===== src/rtl/uart_pkg.sv =====
// ============================================================================
//  Module   : uart_pkg
//  Purpose  : Shared types and constants for the UART transmit buffer slice.
//             Holds the launch-FSM state type and the default byte width.
//  Ports    : none (package)
//  Revision : 1.0  initial release
// ============================================================================
`default_nettype none

package uart_pkg;

  localparam int UART_DATA_W = 8;

  typedef enum logic [1:0] {
    IDLE      = 2'd0,
    LAUNCH    = 2'd1,
    WAIT_DONE = 2'd2,
    GAP       = 2'd3
  } txbuf_state_t;

endpackage

`default_nettype wire


===== src/rtl/uart_tx_buffer_if.sv =====
// ============================================================================
//  Module   : uart_tx_buffer_if
//  Purpose  : Bundles the host write port, FIFO status and transmitter
//             handshake of the UART transmit buffer.
//  Ports    : none (signals below, viewed through modports)
//             wr_en/wr_data           host write strobe and byte
//             full/empty/level        FIFO status
//             overflow                dropped-write pulse
//             tx_start/tx_data        launch pulse and byte to transmitter
//             tx_done                 transmitter completion pulse
//             busy                    launch FSM not idle
//  Modports : slave  - buffer side (drives status and launch)
//             master - host / transmitter side
//  Revision : 1.0  initial release
// ============================================================================
`default_nettype none

interface uart_tx_buffer_if
  import uart_pkg::*;
#(
  parameter int DEPTH  = 16,
  parameter int DATA_W = UART_DATA_W
) ();

  logic                     wr_en;
  logic [DATA_W-1:0]        wr_data;
  logic                     full;
  logic                     empty;
  logic [$clog2(DEPTH):0]   level;
  logic                     overflow;
  logic                     tx_start;
  logic [DATA_W-1:0]        tx_data;
  logic                     tx_done;
  logic                     busy;

  modport slave (
    input  wr_en, wr_data, tx_done,
    output full, empty, level, overflow, tx_start, tx_data, busy
  );

  modport master (
    output wr_en, wr_data, tx_done,
    input  full, empty, level, overflow, tx_start, tx_data, busy
  );

endinterface

`default_nettype wire


===== src/rtl/uart_tx_buffer_fifo.sv =====
// ============================================================================
//  Module   : sync_fifo
//  Purpose  : Single-clock byte FIFO. Pointers carry one extra MSB so full
//             and empty are told apart when the index bits match.
//  Ports    : clk, rst_n        clock, asynchronous active-low reset
//             wr_en, wr_data    write strobe and data (dropped when full)
//             rd_en, rd_data    pop strobe; rd_data shows the head entry
//             full, empty       occupancy flags from registered pointers
//             level             occupancy 0..DEPTH
//             overflow          1-cycle pulse after a write was dropped
//  Revision : 1.0  initial release
// ============================================================================
`default_nettype none

module sync_fifo #(
  parameter int DEPTH  = 16,
  parameter int DATA_W = 8
) (
  input  logic                   clk,
  input  logic                   rst_n,
  input  logic                   wr_en,
  input  logic [DATA_W-1:0]      wr_data,
  input  logic                   rd_en,
  output logic [DATA_W-1:0]      rd_data,
  output logic                   full,
  output logic                   empty,
  output logic [$clog2(DEPTH):0] level,
  output logic                   overflow
);

  localparam int AW = $clog2(DEPTH);

  logic [AW:0]       wr_ptr;
  logic [AW:0]       rd_ptr;
  logic [DATA_W-1:0] mem [DEPTH];
  logic              wr_ok;
  logic              rd_ok;

  // Flags come only from registered pointers, so a pop in the same cycle
  // never opens room for a write that arrives while full.
  assign full    = (wr_ptr[AW] != rd_ptr[AW]) && (wr_ptr[AW-1:0] == rd_ptr[AW-1:0]);
  assign empty   = (wr_ptr == rd_ptr);
  assign level   = wr_ptr - rd_ptr;
  assign wr_ok   = wr_en & ~full;
  assign rd_ok   = rd_en & ~empty;
  assign rd_data = mem[rd_ptr[AW-1:0]];

  always_ff @(posedge clk or negedge rst_n) begin
    if (!rst_n) begin
      wr_ptr   <= '0;
      rd_ptr   <= '0;
      overflow <= 1'b0;
    end else begin
      overflow <= wr_en & full;
      if (wr_ok) wr_ptr <= wr_ptr + 1'b1;
      if (rd_ok) rd_ptr <= rd_ptr + 1'b1;
    end
  end

  // Storage is not reset; the pointers alone define what is valid.
  always_ff @(posedge clk) begin
    if (wr_ok) mem[wr_ptr[AW-1:0]] <= wr_data;
  end

endmodule

`default_nettype wire


===== src/rtl/uart_tx_buffer.sv =====
// ============================================================================
//  Module   : uart_tx_buffer
//  Purpose  : Byte FIFO plus launch FSM upstream of a UART transmitter.
//             Pops one byte at a time into tx_data, pulses tx_start, waits
//             for tx_done, then enforces GAP_CYC idle cycles.
//  Ports    : clk             system clock, rising edge
//             rst_n           asynchronous active-low reset
//             cts_n           active-low clear-to-send (only when the
//                             UART_TXBUF_CTS_EN macro is defined)
//             bus             uart_tx_buffer_if.slave (host write, status,
//                             transmitter handshake, busy)
//  Config   : `define UART_TXBUF_CTS_EN to gate launches on cts_n.
//  Revision : 1.0  initial release
// ============================================================================
`default_nettype none

module uart_tx_buffer
  import uart_pkg::*;
#(
  parameter int DEPTH   = 16,
  parameter int DATA_W  = UART_DATA_W,
  parameter int GAP_CYC = 2
) (
  input  logic                  clk,
  input  logic                  rst_n,
`ifdef UART_TXBUF_CTS_EN
  input  logic                  cts_n,
`endif
  uart_tx_buffer_if.slave       bus
);

  localparam int GW = (GAP_CYC > 1) ? $clog2(GAP_CYC) : 1;
  localparam logic [GW-1:0] GAP_LAST = (GAP_CYC > 0) ? GW'(GAP_CYC - 1) : '0;

  txbuf_state_t            state;
  txbuf_state_t            state_nxt;
  logic                    pop;
  logic                    launch_ok;
  logic [GW-1:0]           gap_cnt;
  logic [DATA_W-1:0]       tx_data_r;
  logic [DATA_W-1:0]       fifo_rd_data;
  logic                    fifo_full;
  logic                    fifo_empty;
  logic [$clog2(DEPTH):0]  fifo_level;
  logic                    fifo_overflow;

  sync_fifo #(
    .DEPTH  (DEPTH),
    .DATA_W (DATA_W)
  ) u_fifo (
    .clk      (clk),
    .rst_n    (rst_n),
    .wr_en    (bus.wr_en),
    .wr_data  (bus.wr_data),
    .rd_en    (pop),
    .rd_data  (fifo_rd_data),
    .full     (fifo_full),
    .empty    (fifo_empty),
    .level    (fifo_level),
    .overflow (fifo_overflow)
  );

`ifdef UART_TXBUF_CTS_EN
  // Only the pop decision looks at cts_n; a launched byte always completes.
  assign launch_ok = ~cts_n;
`else
  assign launch_ok = 1'b1;
`endif

  always_ff @(posedge clk or negedge rst_n) begin
    if (!rst_n) state <= IDLE;
    else        state <= state_nxt;
  end

  always_comb begin
    state_nxt = state;
    pop       = 1'b0;
    case (state)
      IDLE: begin
        if (!fifo_empty && launch_ok) begin
          pop       = 1'b1;
          state_nxt = LAUNCH;
        end
      end
      LAUNCH: state_nxt = WAIT_DONE;
      WAIT_DONE: begin
        if (bus.tx_done) begin
          if (GAP_CYC > 0) state_nxt = GAP;
          else             state_nxt = IDLE;
        end
      end
      GAP: begin
        if (gap_cnt == GAP_LAST) state_nxt = IDLE;
      end
      default: state_nxt = IDLE;
    endcase
  end

  // Counter sits at zero outside GAP so every gap starts from a clean count.
  always_ff @(posedge clk or negedge rst_n) begin
    if (!rst_n) begin
      gap_cnt <= '0;
    end else if (state != GAP) begin
      gap_cnt <= '0;
    end else if (gap_cnt != GAP_LAST) begin
      gap_cnt <= gap_cnt + 1'b1;
    end
  end

  // Captured at pop and held until the next pop, covering LAUNCH..tx_done.
  always_ff @(posedge clk or negedge rst_n) begin
    if (!rst_n)   tx_data_r <= '0;
    else if (pop) tx_data_r <= fifo_rd_data;
  end

  assign bus.tx_start = (state == LAUNCH);
  assign bus.tx_data  = tx_data_r;
  assign bus.busy     = (state != IDLE);
  assign bus.full     = fifo_full;
  assign bus.empty    = fifo_empty;
  assign bus.level    = fifo_level;
  assign bus.overflow = fifo_overflow;

endmodule

`default_nettype wire

===== src/flat_wrapper.sv =====
// flat-port wrapper written by rule: the top's interface ports become plain ports
module uart_tx_buffer_flat import uart_pkg::*;
#(
  parameter int DEPTH   = 16,
  parameter int DATA_W  = UART_DATA_W,
  parameter int GAP_CYC = 2
)
  (clk, rst_n, bus_wr_en, bus_wr_data, bus_tx_done, bus_full, bus_empty, bus_level, bus_overflow, bus_tx_start, bus_tx_data, bus_busy);
  uart_tx_buffer_if #(.DEPTH(DEPTH), .DATA_W(DATA_W)) bus_i ();
  input  logic clk;
  input  logic rst_n;
  input wire logic [$bits(bus_i.wr_en)-1:0] bus_wr_en;
  input wire logic [$bits(bus_i.wr_data)-1:0] bus_wr_data;
  input wire logic [$bits(bus_i.tx_done)-1:0] bus_tx_done;
  output wire logic [$bits(bus_i.full)-1:0] bus_full;
  output wire logic [$bits(bus_i.empty)-1:0] bus_empty;
  output wire logic [$bits(bus_i.level)-1:0] bus_level;
  output wire logic [$bits(bus_i.overflow)-1:0] bus_overflow;
  output wire logic [$bits(bus_i.tx_start)-1:0] bus_tx_start;
  output wire logic [$bits(bus_i.tx_data)-1:0] bus_tx_data;
  output wire logic [$bits(bus_i.busy)-1:0] bus_busy;
  assign bus_i.wr_en = bus_wr_en;
  assign bus_i.wr_data = bus_wr_data;
  assign bus_i.tx_done = bus_tx_done;
  assign bus_full = bus_i.full;
  assign bus_empty = bus_i.empty;
  assign bus_level = bus_i.level;
  assign bus_overflow = bus_i.overflow;
  assign bus_tx_start = bus_i.tx_start;
  assign bus_tx_data = bus_i.tx_data;
  assign bus_busy = bus_i.busy;
  uart_tx_buffer #(.DEPTH(DEPTH), .DATA_W(DATA_W), .GAP_CYC(GAP_CYC)) u_core (.clk(clk), .rst_n(rst_n), .bus(bus_i));
endmodule

===== config.mk =====
export PLATFORM = sky130hd
export DESIGN_NAME = uart_tx_buffer_flat
export DESIGN_NICKNAME = d
export VERILOG_FILES = /design/src/rtl/uart_pkg.sv /design/src/rtl/uart_tx_buffer_if.sv /design/src/rtl/uart_tx_buffer_fifo.sv /design/src/rtl/uart_tx_buffer.sv /design/src/flat_wrapper.sv
export SDC_FILE = /design/constraint.sdc
export NUM_CORES = 1
export LEC_CHECK = 0
export CAP_MARGIN = 20
export CORE_UTILIZATION = 60
export CTS_CLUSTER_SIZE = 8
export DETAILED_ROUTE_END_ITERATION = 10
export GPL_TIMING_DRIVEN = 0
export PLACE_DENSITY = 0.84
export SKIP_CTS_REPAIR_TIMING = 1
export SYNTH_ARGS = -nofsm -noshare
export SYNTH_HDL_FRONTEND = slang
export SYNTH_SLANG_ARGS = --single-unit

===== constraint.sdc =====
create_clock -name clk -period 3.75 [get_ports clk]
set_input_delay 0.375 -clock clk [delete_from_list [all_inputs] [get_ports clk]]
set_output_delay 0.375 -clock clk [all_outputs]
set_load 0.005 [all_outputs]

Yosys cells after proc, flatten, opt, wreduce, memory -nomap -nowiden

Memory sizes are Yosys's and may differ from the RTL's. A register that Yosys moved wholly into a read port is not among the register bits.
Cells that the tools add are included.

Bits in registers: 14
Bits in writable memories: 128
Output and inout port bits: 18
Memories kept: 1

Add/subtract/negate cells: 4
Equality and inequality tests: 10
Muxes and demuxes: 10
Bitwise logic cells: 5
Reductions and logical operators: 5

Memories:

| name              | depth | bits a word | rd ports | clocked after memory_dff | wr ports | RTL line                  | text |
|---|---|---|---|---|---|---|---|
| u_core.u_fifo.mem | 16    | 8           | 1        | 1                        | 1        | uart_tx_buffer_fifo.sv:35 | `logic [DATA_W-1:0] mem [DEPTH];` |

Operator list:

| kind                                                   | count |
|---|---|
| adder 5 x 1 -> 5 bit (second input constant)           | 2 |
| case mux 2 bit (4 select lines)                        | 1 |
| two-way mux 1 bit                                      | 6 |
| two-way mux 2 bit                                      | 3 |
| inequality test 2 bit (second input constant)          | 3 |
| == test 5 bit                                          | 1 |
| subtractor 5 bit                                       | 1 |
| == test 2 bit (second input constant)                  | 2 |
| == test 4 bit                                          | 1 |
| AND 1 bit                                              | 3 |
| AND reduction 3 bit                                    | 1 |
| == test 2 x 1 -> 1 bit (second input constant)         | 1 |
| zero test 2 bit                                        | 1 |
| inequality test 2 x 1 -> 1 bit (second input constant) | 1 |
| inverter 1 bit                                         | 2 |
| nonzero test 2 bit                                     | 1 |
| adder 1 bit (second input constant)                    | 1 |
| logical AND 1 bit                                      | 1 |
| zero test 1 bit                                        | 1 |
| inequality test 1 bit                                  | 1 |

Longest topological paths before layout

Gate-level depths: netlist of run 1.

Depth after elaboration: 6
Gate-level depth with buffers: 10
Gate-level depth less buffers: 7

By module

Synthesis of run 1 repeated with hierarchy kept, for this count alone.

Cell total of the unflattened synthesis: 334
Area total of the unflattened synthesis: 6,185.9 sq um

By module, submodules not included:

| module         | instances | cells each | area each (sq um) | seq. area each (sq um) |
|---|---|---|---|---|
| sync_fifo      | 1         | 302        | 5,701.7           | 4,119.0 |
| uart_tx_buffer | 1         | 32         | 484.2             | 275.3 |

Worst setup path before layout of run 1

OpenSTA, ideal clock, no wires.

Path kind: register to register
Start point: register u_core.u_fifo.rd_ptr[1]
End point: memory u_core.u_fifo.mem[1][0], enable pin
Setup time: 0.395 ns
Arrival: 2.306 ns
Data required time: 3.355 ns
Slack: 1.050 ns
Cell stages (with the launch flop): 9
Buffers on the path: 3
Cell sequence: dfrtp_1 -> buf_6 -> buf_6 -> buf_4 -> inv_1 -> ha_1 -> nand4_1 -> o21ai_2 -> nor4_1

Cells in the longest elaborated chain, start to end: 6

RTL lines:

| item                                    | RTL line                  | text |
|---|---|---|
| start: declaration                      | uart_tx_buffer_fifo.sv:34 | `logic [AW:0] rd_ptr;` |
| start signal: assignment                | uart_tx_buffer_fifo.sv:56 | `if (rd_ok) rd_ptr <= rd_ptr + 1'b1;` |
| == test 4 bit                           | uart_tx_buffer_fifo.sv:41 | `assign full = (wr_ptr[AW] != rd_ptr[AW]) && (wr_ptr[AW-1:0] == rd_ptr[AW-1:0]);` |
| logical AND 1 bit                       | uart_tx_buffer_fifo.sv:41 |  |
| inverter 1 bit                          | uart_tx_buffer_fifo.sv:44 | `assign wr_ok = wr_en & ~full;` |
| AND 1 bit                               | uart_tx_buffer_fifo.sv:44 |  |
| two-way mux 1 bit                       | uart_tx_buffer_fifo.sv:62 | `if (wr_ok) mem[wr_ptr[AW-1:0]] <= wr_data;` |
| two-way mux 1 bit (implied by the code) | uart_tx_buffer_fifo.sv:62 |  |
| end: declaration                        | uart_tx_buffer_fifo.sv:35 |  |

No other way between the ends.

Final worst setup path of run 1

Start point: register u_core.u_fifo.rd_ptr[1]
End point: memory u_core.u_fifo.mem[13][4], enable pin

Same word-level chain as after synthesis.

==> results of run 1 <==
[state kept, by name (all words and copies together), names as in the netlist]
| name | count |
|---|---|
| u_core.gap_cnt | 1 |
| u_core.u_fifo.wr_ptr | 5 |
| u_core.bus.tx_data | 8 |
| u_core.state | 2 |
| u_core.u_fifo.rd_ptr | 5 |
| u_core.u_fifo.overflow | 1 |
| u_core.u_fifo.mem | 128 |
[routing by layer]
| metal | up-vias | part of all wire, % | global-route usage [%] |
|---|---|---|---|
| met5 | - | 0 | 0 |
| met4 | 0 | 3.5 | 14.3 |
| met3 | 39 | 8.2 | 7.59 |
| met2 | 192 | 50 | 45.0 |
| met1 | 1814 | 38 | 35.5 |
| li1 | 1502 | - | - |
[layout by cell type (no fill, tap or decap), types with 5 or more instances in the layout]
cell type	n
edfxtp_1	128
mux2i_1	32
clkdlybuf4s50_1	29
nor2_1	23
dfrtp_1	22
inv_1	19
mux4_2	16
o22ai_1	16
clkbuf_16	16
ha_1	13
xnor2_1	10
a22oi_1	8
a31oi_1	8
buf_2	6
buf_4	6
nand4_1	5
buf_6	5
[synth_stat cells (all sizes together), types with 2 or more instances]
cell,n
mux2i,32
a21oi,4
mux4,16
nand4,5
edfxtp,128
nand3b,2
nor2b,2
nor2,23
xnor2,11
buf,14
o22ai,16
clkbuf,2
a22oi,8
a31oi,8
dfrtp,22
xor2,2
nand3,2
ha,13
a21o,2
nand2,4
nor4,4
inv,19
and3,4
and2,4
o21ai,3
[power breakdown]
group          leakage (nW)  switching [mW]  total (mW)  internal (mW)
logic                 0.876            1.16        2.15          0.992
clock network         0.294           0.736        1.71          0.978
registers              1.42           0.138        2.21           2.08
[logic make-up after synthesis]
family,share of synthesized area (%)
buffers and inverters,2.99
AOI/OAI and AO/OA,4.77
DFF,71.5
adders and majority gates,2.97
and+or+nand+nor,4.48
muxes,11.3
xor gates and xnor gates,1.98
[per-stage QoR]
stage / util (%) / cells
4_1_cts: 73.8 / 557
3_3_place_gp: 66.9 / 520
3_5_place_dp: 67.7 / 525
5_1_grt: 73.8 / 557
6_report: 73.8 / 557
2_1_floorplan: - / 358
[layout make-up]
cell class / instances / share of cell area (%)
multi-input combinational: 173 / 21.8
tap: 133 / 2.29
clock inverter: 15 / 2.56
clock buffer: 17 / 5.69
sequential: 150 / 60.3
buffer: 16 / 1.55
inverter: 19 / 0.979
timing repair buffer: 34 / 4.78
[how the worst max path moves through the flow]
stage / from / to / slack [ns] / cells past startpoint
floorplan: u_core.u_fifo.rd_ptr[1] / u_core.u_fifo.mem[1][0] / 1.05 / 8
global placement: u_core.u_fifo.rd_ptr[1] / u_core.u_fifo.mem[2][1] / 0.08 / 8
global route: u_core.u_fifo.rd_ptr[1] / u_core.u_fifo.mem[12][5] / 0.07 / 9
CTS: u_core.u_fifo.rd_ptr[1] / u_core.u_fifo.mem[13][4] / 0.22 / 9
detailed placement: u_core.u_fifo.rd_ptr[1] / u_core.u_fifo.mem[13][3] / 0.28 / 9
finish: u_core.u_fifo.rd_ptr[1] / u_core.u_fifo.mem[13][4] / 0.14 / 9
[worst register-to-register path: stages (launching register included)]
cell and delay, ns:
dfrtp_1 0.45, buf_6 0.17, buf_6 0.20, buf_4 0.26
inv_1 0.10, ha_1 0.32, and4_1 0.19, a21oi_1 0.55
nand3_1 0.22, nor2_1 0.76
==> impl_metrics.json, run 1 <==
{
  "stdcell_area_mm2": 0.00728,
  "syn-num-nets": 384,
  "io_pins": 30,
  "syn-cell-area_mm2": 0.00614,
  "clock_latency_ns": 0.53,
  "gr-total-overflow": 0,
  "grt_max_degree": 17,
  "setup_tns_ns": 0,
  "synth_area_per_cell_um2": 17.2,
  "die_x_um": 103,
  "final_layout_size_suffix_gt1_share_pct": 17.7,
  "cts.sinks": 150,
  "place_congestion": 0.798,
  "finalMaxSlewViolations": 0,
  "setup_slack_ns": 0.138,
  "async_flop_share_pct": 14.7,
  "power_density_mw_per_mm2": 835,
  "crit_fanout": 10,
  "critPathTopFamily": "simple AND/OR/NAND/NOR gates",
  "rsz0062_at_grt": "no",
  "cp.required_ns": 3.90,
  "dpl_worst_slack_ns": 0.284,
  "slew-limit-headroom_pct": 37.1,
  "fill_cells": 541,
  "vdd_drop_max_v": 0.000407,
  "start_util_pct": 62.3,
  "post-route-drc-count": 0,
  "drt_pass1_iterations": 5,
  "worst-path-buf-inv": 4,
  "multi_input_area_mm2": 0.00159,
  "syn-instance-count": 358,
  "antenna_found_initial": 0,
  "cts_tree": "built",
  "seq_area_frac_synth_pct": 71.5,
  "drt_iter0_drc": 309,
  "clk_pin_slew_ns": 0.07,
  "finalHoldViolCount": 0,
  "slowest_stage": "nor2_1",
  "nNetsFinal": 437,
  "io_buffer_count": 29,
  "critical_path.most_common_cell": "buf_6",
  "synth_top_area_share_pct": 62.6,
  "synth.distinct_cells": 39,
  "crit_path_end_kind": "flip-flop",
  "reg2reg_slack_ns": 0.14,
  "yosysWarnings": 0,
  "synth_edf_count": 128,
  "synth_area_leaders": "edfxtp_1 (63%), dfrtp_1 (9.0%), mux4_2 (5.9%)",
  "grt_pass1_vias": 3593,
  "ys_seq_elements": 150,
  "clockBufferDepth": 2,
  "hold_slack_ns": 0.197,
  "antenna_cells": 0,
  "cts.htree.levels": 4,
  "placement.cell_area_mm2": 0.00668,
  "setup_viol": 0,
  "dp_hpwl_mm": 8.17,
  "cap_violations": 0,
  "ant_nets": 0,
  "core_mm2": 0.00986,
  "wirelength_mm": 13.6,
  "finalPower_mw": 6.08,
  "cp_cell_sequence": "buf_6 > buf_6 > buf_4 > inv_1 > ha_1 > and4_1 > a21oi_1 > nand3_1 > nor2_1",
  "status": "finished, final reports clean",
  "leakage_nw": 2.59,
  "row_count": 36,
  "die_h_um": 103,
  "tightestPinTransition_ns": 0.939,
  "area_growth_pct": 18.6,
  "timing.rr.end": "u_core.u_fifo.mem[13][4]",
  "synth_top_area_cell": "edfxtp_1",
  "cts-root-buf": "clkbuf_8",
  "crit_path_start_kind": "flip-flop",
  "hold_path_class": "input port to asynchronous set/reset pin",
  "clock_skew_ns": 0.00984,
  "design.die.area_mm2": 0.0106,
  "path_class": "flip-flop to flip-flop",
  "grt_pass1_wl_mm": 20.3,
  "drt-wirelength-per-cell_um": 24.3,
  "numCtsBuffers": 17,
  "finalCriticalPeriod_ns": 3.61,
  "fin_crit_sh_pct": 96.3,
  "via_per_inst": 6.37,
  "routed-via-count": 3547,
  "grt_use_total_pct": 28.0,
  "arrival_ns": 3.76,
  "rr_worst_depth": 9,
  "synthFlopType": "edfxtp_1",
  "seq_area_mm2": 0.00439,
  "max_clock_freq_ghz": 0.277,
  "r2r_start": "u_core.u_fifo.rd_ptr[1]",
  "critical_path.max_stage_delay_ns": 0.76
}
Note: power is estimated with default switching activity, not from simulation.
==> run 2, diff against run 1 <==
--- a/config.mk
+++ b/config.mk
@@ -5,7 +5,7 @@
 export SDC_FILE = /design/constraint.sdc
 export NUM_CORES = 1
 export LEC_CHECK = 0
-export CAP_MARGIN = 20
+export CAP_MARGIN = 10
 export CORE_UTILIZATION = 60
 export CTS_CLUSTER_SIZE = 8
 export DETAILED_ROUTE_END_ITERATION = 10
==> run 2 against run 1 <==
  * First-iteration DRC count is 19% higher
  * Via count is 1.6% lower
  * Worst hold slack better by 0.021 ns
  * Worst setup slack better by 0.0082 ns
  * Clock skew is 0.0022 ns higher
  * Clock power is 5% lower
  * Cell count stayed put
  * Design area is 0.48% lower
  * Sequential cell count stayed put
  * Wire length is 4.4% lower
  * Sequential power hardly changed
  * Critical endpoint is now u_core.u_fifo.mem[12][6]
==> impl_metrics.json, run 2 (synthesized netlist as in run 1, its figures left out) <==
{
  "status": "finished, final reports clean",
  "timing.rr.end": "u_core.u_fifo.mem[12][6]",
  "routed-via-count": 3489,
  "cts_tree": "built",
  "critical_path.most_common_cell": "buf_6",
  "largest_reg_flops": 128,
  "drt_iter0_drc": 368,
  "final_layout_size_suffix_gt1_share_pct": 17.9,
  "grt_pass1_wl_mm": 19.7,
  "crit_start": "u_core.u_fifo.rd_ptr[1]",
  "tightestPinTransition_ns": 0.889,
  "rr_worst_depth": 9,
  "critical_path.max_stage_delay_ns": 0.74,
  "arrival_ns": 3.75,
  "path_class": "flip-flop to flip-flop",
  "cts.sinks": 150,
  "post-route-drc-count": 0,
  "cts-root-buf": "clkbuf_8",
  "clockBufferDepth": 2,
  "power_density_mw_per_mm2": 823,
  "dpl_worst_slack_ns": 0.201,
  "drt-wirelength-per-cell_um": 23.3,
  "final_cell_mix": "edfxtp_1 (128), mux2i_1 (32), clkdlybuf4s50_1 (29)",
  "via_per_inst": 6.26,
  "cp_cell_sequence": "buf_6 > buf_6 > buf_4 > inv_1 > ha_1 > and4_1 > a21oi_1 > nand3_1 > nor2_1",
  "setup_tns_ns": 0,
  "grt_use_total_pct": 27.1,
  "finalHoldViolCount": 0,
  "worst-path-buf-inv": 4,
  "slowest_stage": "nor2_1",
  "fin_cells": 557,
  "crit_path_end_kind": "flip-flop",
  "setup_slack_ns": 0.146,
  "numCtsBuffers": 17,
  "clock_skew_ns": 0.0120,
  "drt_pass1_iterations": 5,
  "ant_nets": 0,
  "die_x_um": 103,
  "fin_crit_sh_pct": 96.1,
  "design.die.area_mm2": 0.0106,
  "nNetsFinal": 437,
  "row_count": 36,
  "io_pins": 30,
  "finalMaxSlewViolations": 0,
  "grt_pass1_vias": 3472,
  "finalPower_mw": 5.97,
  "stdcell_area_mm2": 0.00725,
  "placedCellCount": 524,
  "cp.required_ns": 3.90,
  "slew-limit-headroom_pct": 40.5,
  "place_congestion": 0.798,
  "cp.depth": 9,
  "r2r_start": "u_core.u_fifo.rd_ptr[1]",
  "start_util_pct": 62.3,
  "antenna_cells": 0,
  "leakage_nw": 2.57,
  "dp_hpwl_mm": 8.06,
  "cts.htree.levels": 4,
  "die_h_um": 103,
  "vdd_drop_max_v": 0.000472,
  "antenna_found_initial": 0,
  "core_mm2": 0.00986,
  "final_util_pct": 73.5,
  "rsz0062_at_grt": "yes",
  "max_clock_freq_ghz": 0.278,
  "fill_cells": 542,
  "clock_latency_ns": 0.53,
  "clk_pin_slew_ns": 0.07,
  "crit_fanout": 10,
  "cap_violations": 0,
  "finalCriticalPeriod_ns": 3.60,
  "crit_end": "u_core.u_fifo.mem[12][6]",
  "gr-total-overflow": 0,
  "wirelength_mm": 13.0,
  "setup_viol": 0,
  "crit_path_start_kind": "flip-flop",
  "grt_max_degree": 23,
  "area_growth_pct": 18.0,
  "final_common_cell": "edfxtp_1",
  "placement.cell_area_mm2": 0.00665,
  "hold_path_class": "input port to asynchronous set/reset pin",
  "critPathTopFamily": "simple AND/OR/NAND/NOR gates",
  "reg2reg_slack_ns": 0.15,
  "io_buffer_count": 29,
  "hold_slack_ns": 0.217
}
run 2: how the worst min path moves through the flow:
stage	from	end	depth (start not counted)
after floorplan	rst_n	u_core.bus.tx_data[0]	0
after global placement	u_core.bus.tx_data[1]	u_core.bus.tx_data[1]	2
after detailed placement	u_core.bus.tx_data[7]	u_core.bus.tx_data[7]	2
after CTS	bus_wr_en	u_core.u_fifo.overflow	3
after global routing	rst_n	u_core.bus.tx_data[0]	1
final	rst_n	u_core.u_fifo.wr_ptr[2]	1
run 2: layer usage:
| layer | vias to the layer above | share of wire [%] | track usage [%] | wire, um |
|---|---|---|---|---|
| li1 | 1506 | - | - | - |
| met1 | 1778 | 38 | 35.5 | 4910 |
| met2 | 174 | 50 | 42.5 | 6460 |
| met3 | 31 | 9.3 | 8.33 | 1200 |
| met4 | 0 | 3.0 | 12.1 | 385 |
| met5 | - | 0 | 0 | 0 |
run 2: final cells by class:
cell class | count | area [um^2] | area share [%]
tap | 133 | 166 | 2.30
inverter | 19 | 71.3 | 0.984
sequential | 150 | 4390 | 60.6
clock inverter | 15 | 161 | 2.23
clock buffer | 17 | 414 | 5.71
multi-input combinational | 173 | 1590 | 22.0
timing repair buffer | 34 | 335 | 4.63
buffer | 16 | 113 | 1.55
run 2: power by group:
group	leakage, nW	internal (mW)	total (mW)	switching [mW]
clock network	0.279	0.909	1.63	0.720
logic	0.871	0.988	2.12	1.13
registers	1.42	2.08	2.22	0.139
==> run 3, diff against run 2 <==
--- a/config.mk
+++ b/config.mk
@@ -5,6 +5,7 @@
 export SDC_FILE = /design/constraint.sdc
 export NUM_CORES = 1
 export LEC_CHECK = 0
+export ABC_AREA = 1
 export CAP_MARGIN = 10
 export CORE_UTILIZATION = 60
 export CTS_CLUSTER_SIZE = 8
==> run 3 against run 2 <==
  * Sequential share of layout area shrank 4.4 points
  * Synthesized cell count grew 87%
  * Via count grew 39%
==> impl_metrics.json, run 3 <==
{
  "status": "finished, final reports clean",
  "setup_tns_ns": 0,
  "setup_slack_ns": 0.511,
  "syn-instance-count": 671,
  "start_util_pct": 62.0,
  "leakage_nw": 3.43,
  "async_flop_share_pct": 14.7,
  "synth_top_area_share_pct": 56.9,
  "dpl_worst_slack_ns": 0.724,
  "final_common_cell": "nand2_1",
  "synth_edf_count": 128,
  "syn-num-nets": 697,
  "cts-root-buf": "clkbuf_8",
  "crit_fanout": 10,
  "grt_pass1_wl_mm": 25.1,
  "reg2reg_slack_ns": 0.64,
  "clockBufferDepth": 2,
  "r2r_start": "u_core.u_fifo.rd_ptr[1]",
  "synth_top_area_cell": "edfxtp_1",
  "final_layout_size_suffix_gt1_share_pct": 8.76,
  "die_h_um": 108,
  "core_mm2": 0.0109,
  "grt_max_degree": 23,
  "timing.rr.end": "u_core.u_fifo.mem[0][6]",
  "numCtsBuffers": 17,
  "design.die.area_mm2": 0.0117,
  "drt-wirelength-per-cell_um": 18.5,
  "grt_pass1_vias": 4735,
  "crit_path_end_kind": "output pin",
  "setup_viol": 0,
  "tightestPinTransition_ns": 1.05,
  "synth_area_per_cell_um2": 10.1,
  "fill_cells": 696,
  "hold_path_class": "input port to flip-flop",
  "largest_reg_flops": 128,
  "path_class": "flip-flop to output pin",
  "arrival_ns": 2.86,
  "finalMaxSlewViolations": 0,
  "nNetsFinal": 745,
  "clock_latency_ns": 0.54,
  "drt_iter0_drc": 763,
  "fin_crit_sh_pct": 86.4,
  "antenna_cells": 0,
  "max_clock_freq_ghz": 0.309,
  "synth_area_leaders": "edfxtp_1 (57%), nand2_1 (10%), dfrtp_1 (8.2%)",
  "crit_path_start_kind": "flip-flop",
  "cts_tree": "built",
  "hold_end": "u_core.u_fifo.overflow",
  "row_count": 38,
  "io_buffer_count": 29,
  "rsz0062_at_grt": "no",
  "syn-cell-area_mm2": 0.00675,
  "antenna_found_initial": 0,
  "cap_violations": 0,
  "grt_use_total_pct": 30.4,
  "seq_area_frac_synth_pct": 65.1,
  "dp_hpwl_mm": 10.5,
  "yosysWarnings": 0,
  "area_growth_pct": 15.8,
  "post-route-drc-count": 0,
  "cp.required_ns": 3.38,
  "synth.most_common_cell": "nand2_1",
  "place_congestion": 0.898,
  "clock_skew_ns": 0.00884,
  "rr_worst_depth": 11,
  "synth.top_cells.by_count": "nand2_1 (182), edfxtp_1 (128), inv_1 (115), nand3_1 (91), nor2_1 (63)",
  "finalHoldViolCount": 0,
  "vdd_drop_max_v": 0.000436,
  "ant_nets": 0,
  "gr-total-overflow": 0,
  "routed-via-count": 4845,
  "cts.sinks": 150,
  "slew-limit-headroom_pct": 29.8,
  "cts.htree.levels": 4,
  "power_density_mw_per_mm2": 831,
  "io_pins": 30,
  "finalCriticalPeriod_ns": 3.24,
  "final_cell_mix": "nand2_1 (182), edfxtp_1 (128), inv_1 (115)",
  "synthFlopType": "edfxtp_1",
  "drt_pass1_iterations": 7,
  "crit_start": "u_core.u_fifo.rd_ptr[2]",
  "holdPathStages": 3,
  "via_per_inst": 5.56,
  "ys_seq_elements": 150,
  "clk_pin_slew_ns": 0.06,
  "die_x_um": 108,
  "min_from": "bus_wr_en",
  "wirelength_mm": 16.1,
  "synth.distinct_cells": 23
}
run 3: changes by cell type after synthesis, sizes merged, moves of 5 or more:
cell / delta
mux2i: -32
inv: +101
a31oi: -8
mux4: -16
nand2: +183
buf: +10
nand3: +89
a22oi: -8
o22ai: -16
xnor2: -10
nor2: +41
nand4: -5
xor2: +7
run 3: cell families (layout without fill, tap and decap cells):
kind of cell / count (synthesis) / after routing / share of synthesized area, %
adders and majority gates: 14 / 14 / 2.71
AOI/OAI and AO/OA: 10 / 10 / 0.778
xor gates and xnor gates: 10 / 10 / 1.30
DFF: 150 / 150 / 65.1
buffers and inverters: 145 / 205 / 9.05
and+or+nand+nor: 342 / 342 / 21.1
run 3: through the flow:
stage                     std cells  instance area [um^2]  power [mW]  hold slack, ns  utilization, %
final                           871                  7820        6.50           0.405            71.8
after global routing            871                  7820        6.82           0.433            71.8
after CTS                       871                  7820        6.44           0.404            71.8
after detailed placement        840                  7220        4.71           0.515            66.3
after global placement          840                  7220        4.60           0.494            66.3
after floorplan                 671                  6750        3.78          0.0794               -
run 3: metal layers:
metal	routed length (um)	global-route usage, %	up-vias
li1	-	-	2232
met1	6240	40.3	2276
met2	7710	47.7	285
met3	1690	7.47	52
met4	503	14.2	0
met5	0	0	-
run 3: worst max path at each step:
stage,to,slack [ns],cells after the start
floorplan,u_core.u_fifo.mem[0][0],1.39,11
global placement,u_core.u_fifo.mem[0][2],0.80,11
detailed placement,u_core.u_fifo.mem[0][6],0.72,11
CTS,bus_level[4],0.50,8
global route,bus_level[4],0.37,8
finish,bus_level[4],0.51,8
run 3: power breakdown:
part	total, mW	switching [mW]	internal [mW]
Clock	1.72	0.645	1.07
Sequential	2.23	0.153	2.08
Combinational	2.55	1.60	0.943
run 3: final cells by class:
type                            count  area, um^2  share of cell area (%)
Clock buffer                       18         418                    5.35
Multi-Input combinational cell    376        1750                    22.3
Sequential cell                   150        4390                    56.2
Inverter                          121         457                    5.84
Buffer                             24         154                    1.97
Clock inverter                     13         183                    2.34
Tap cell                          140         175                    2.24
Timing Repair Buffer               29         290                    3.71
run 3: critical path: stages, from the launching register on:
cell,delay (ns)
dfrtp_1,0.38
buf_2,0.25
buf_2,0.28
inv_1,0.07
ha_1,0.36
nand2_2,0.10
o21ai_0,0.20
xor2_1,0.17
clkdlybuf4s50_1,0.51
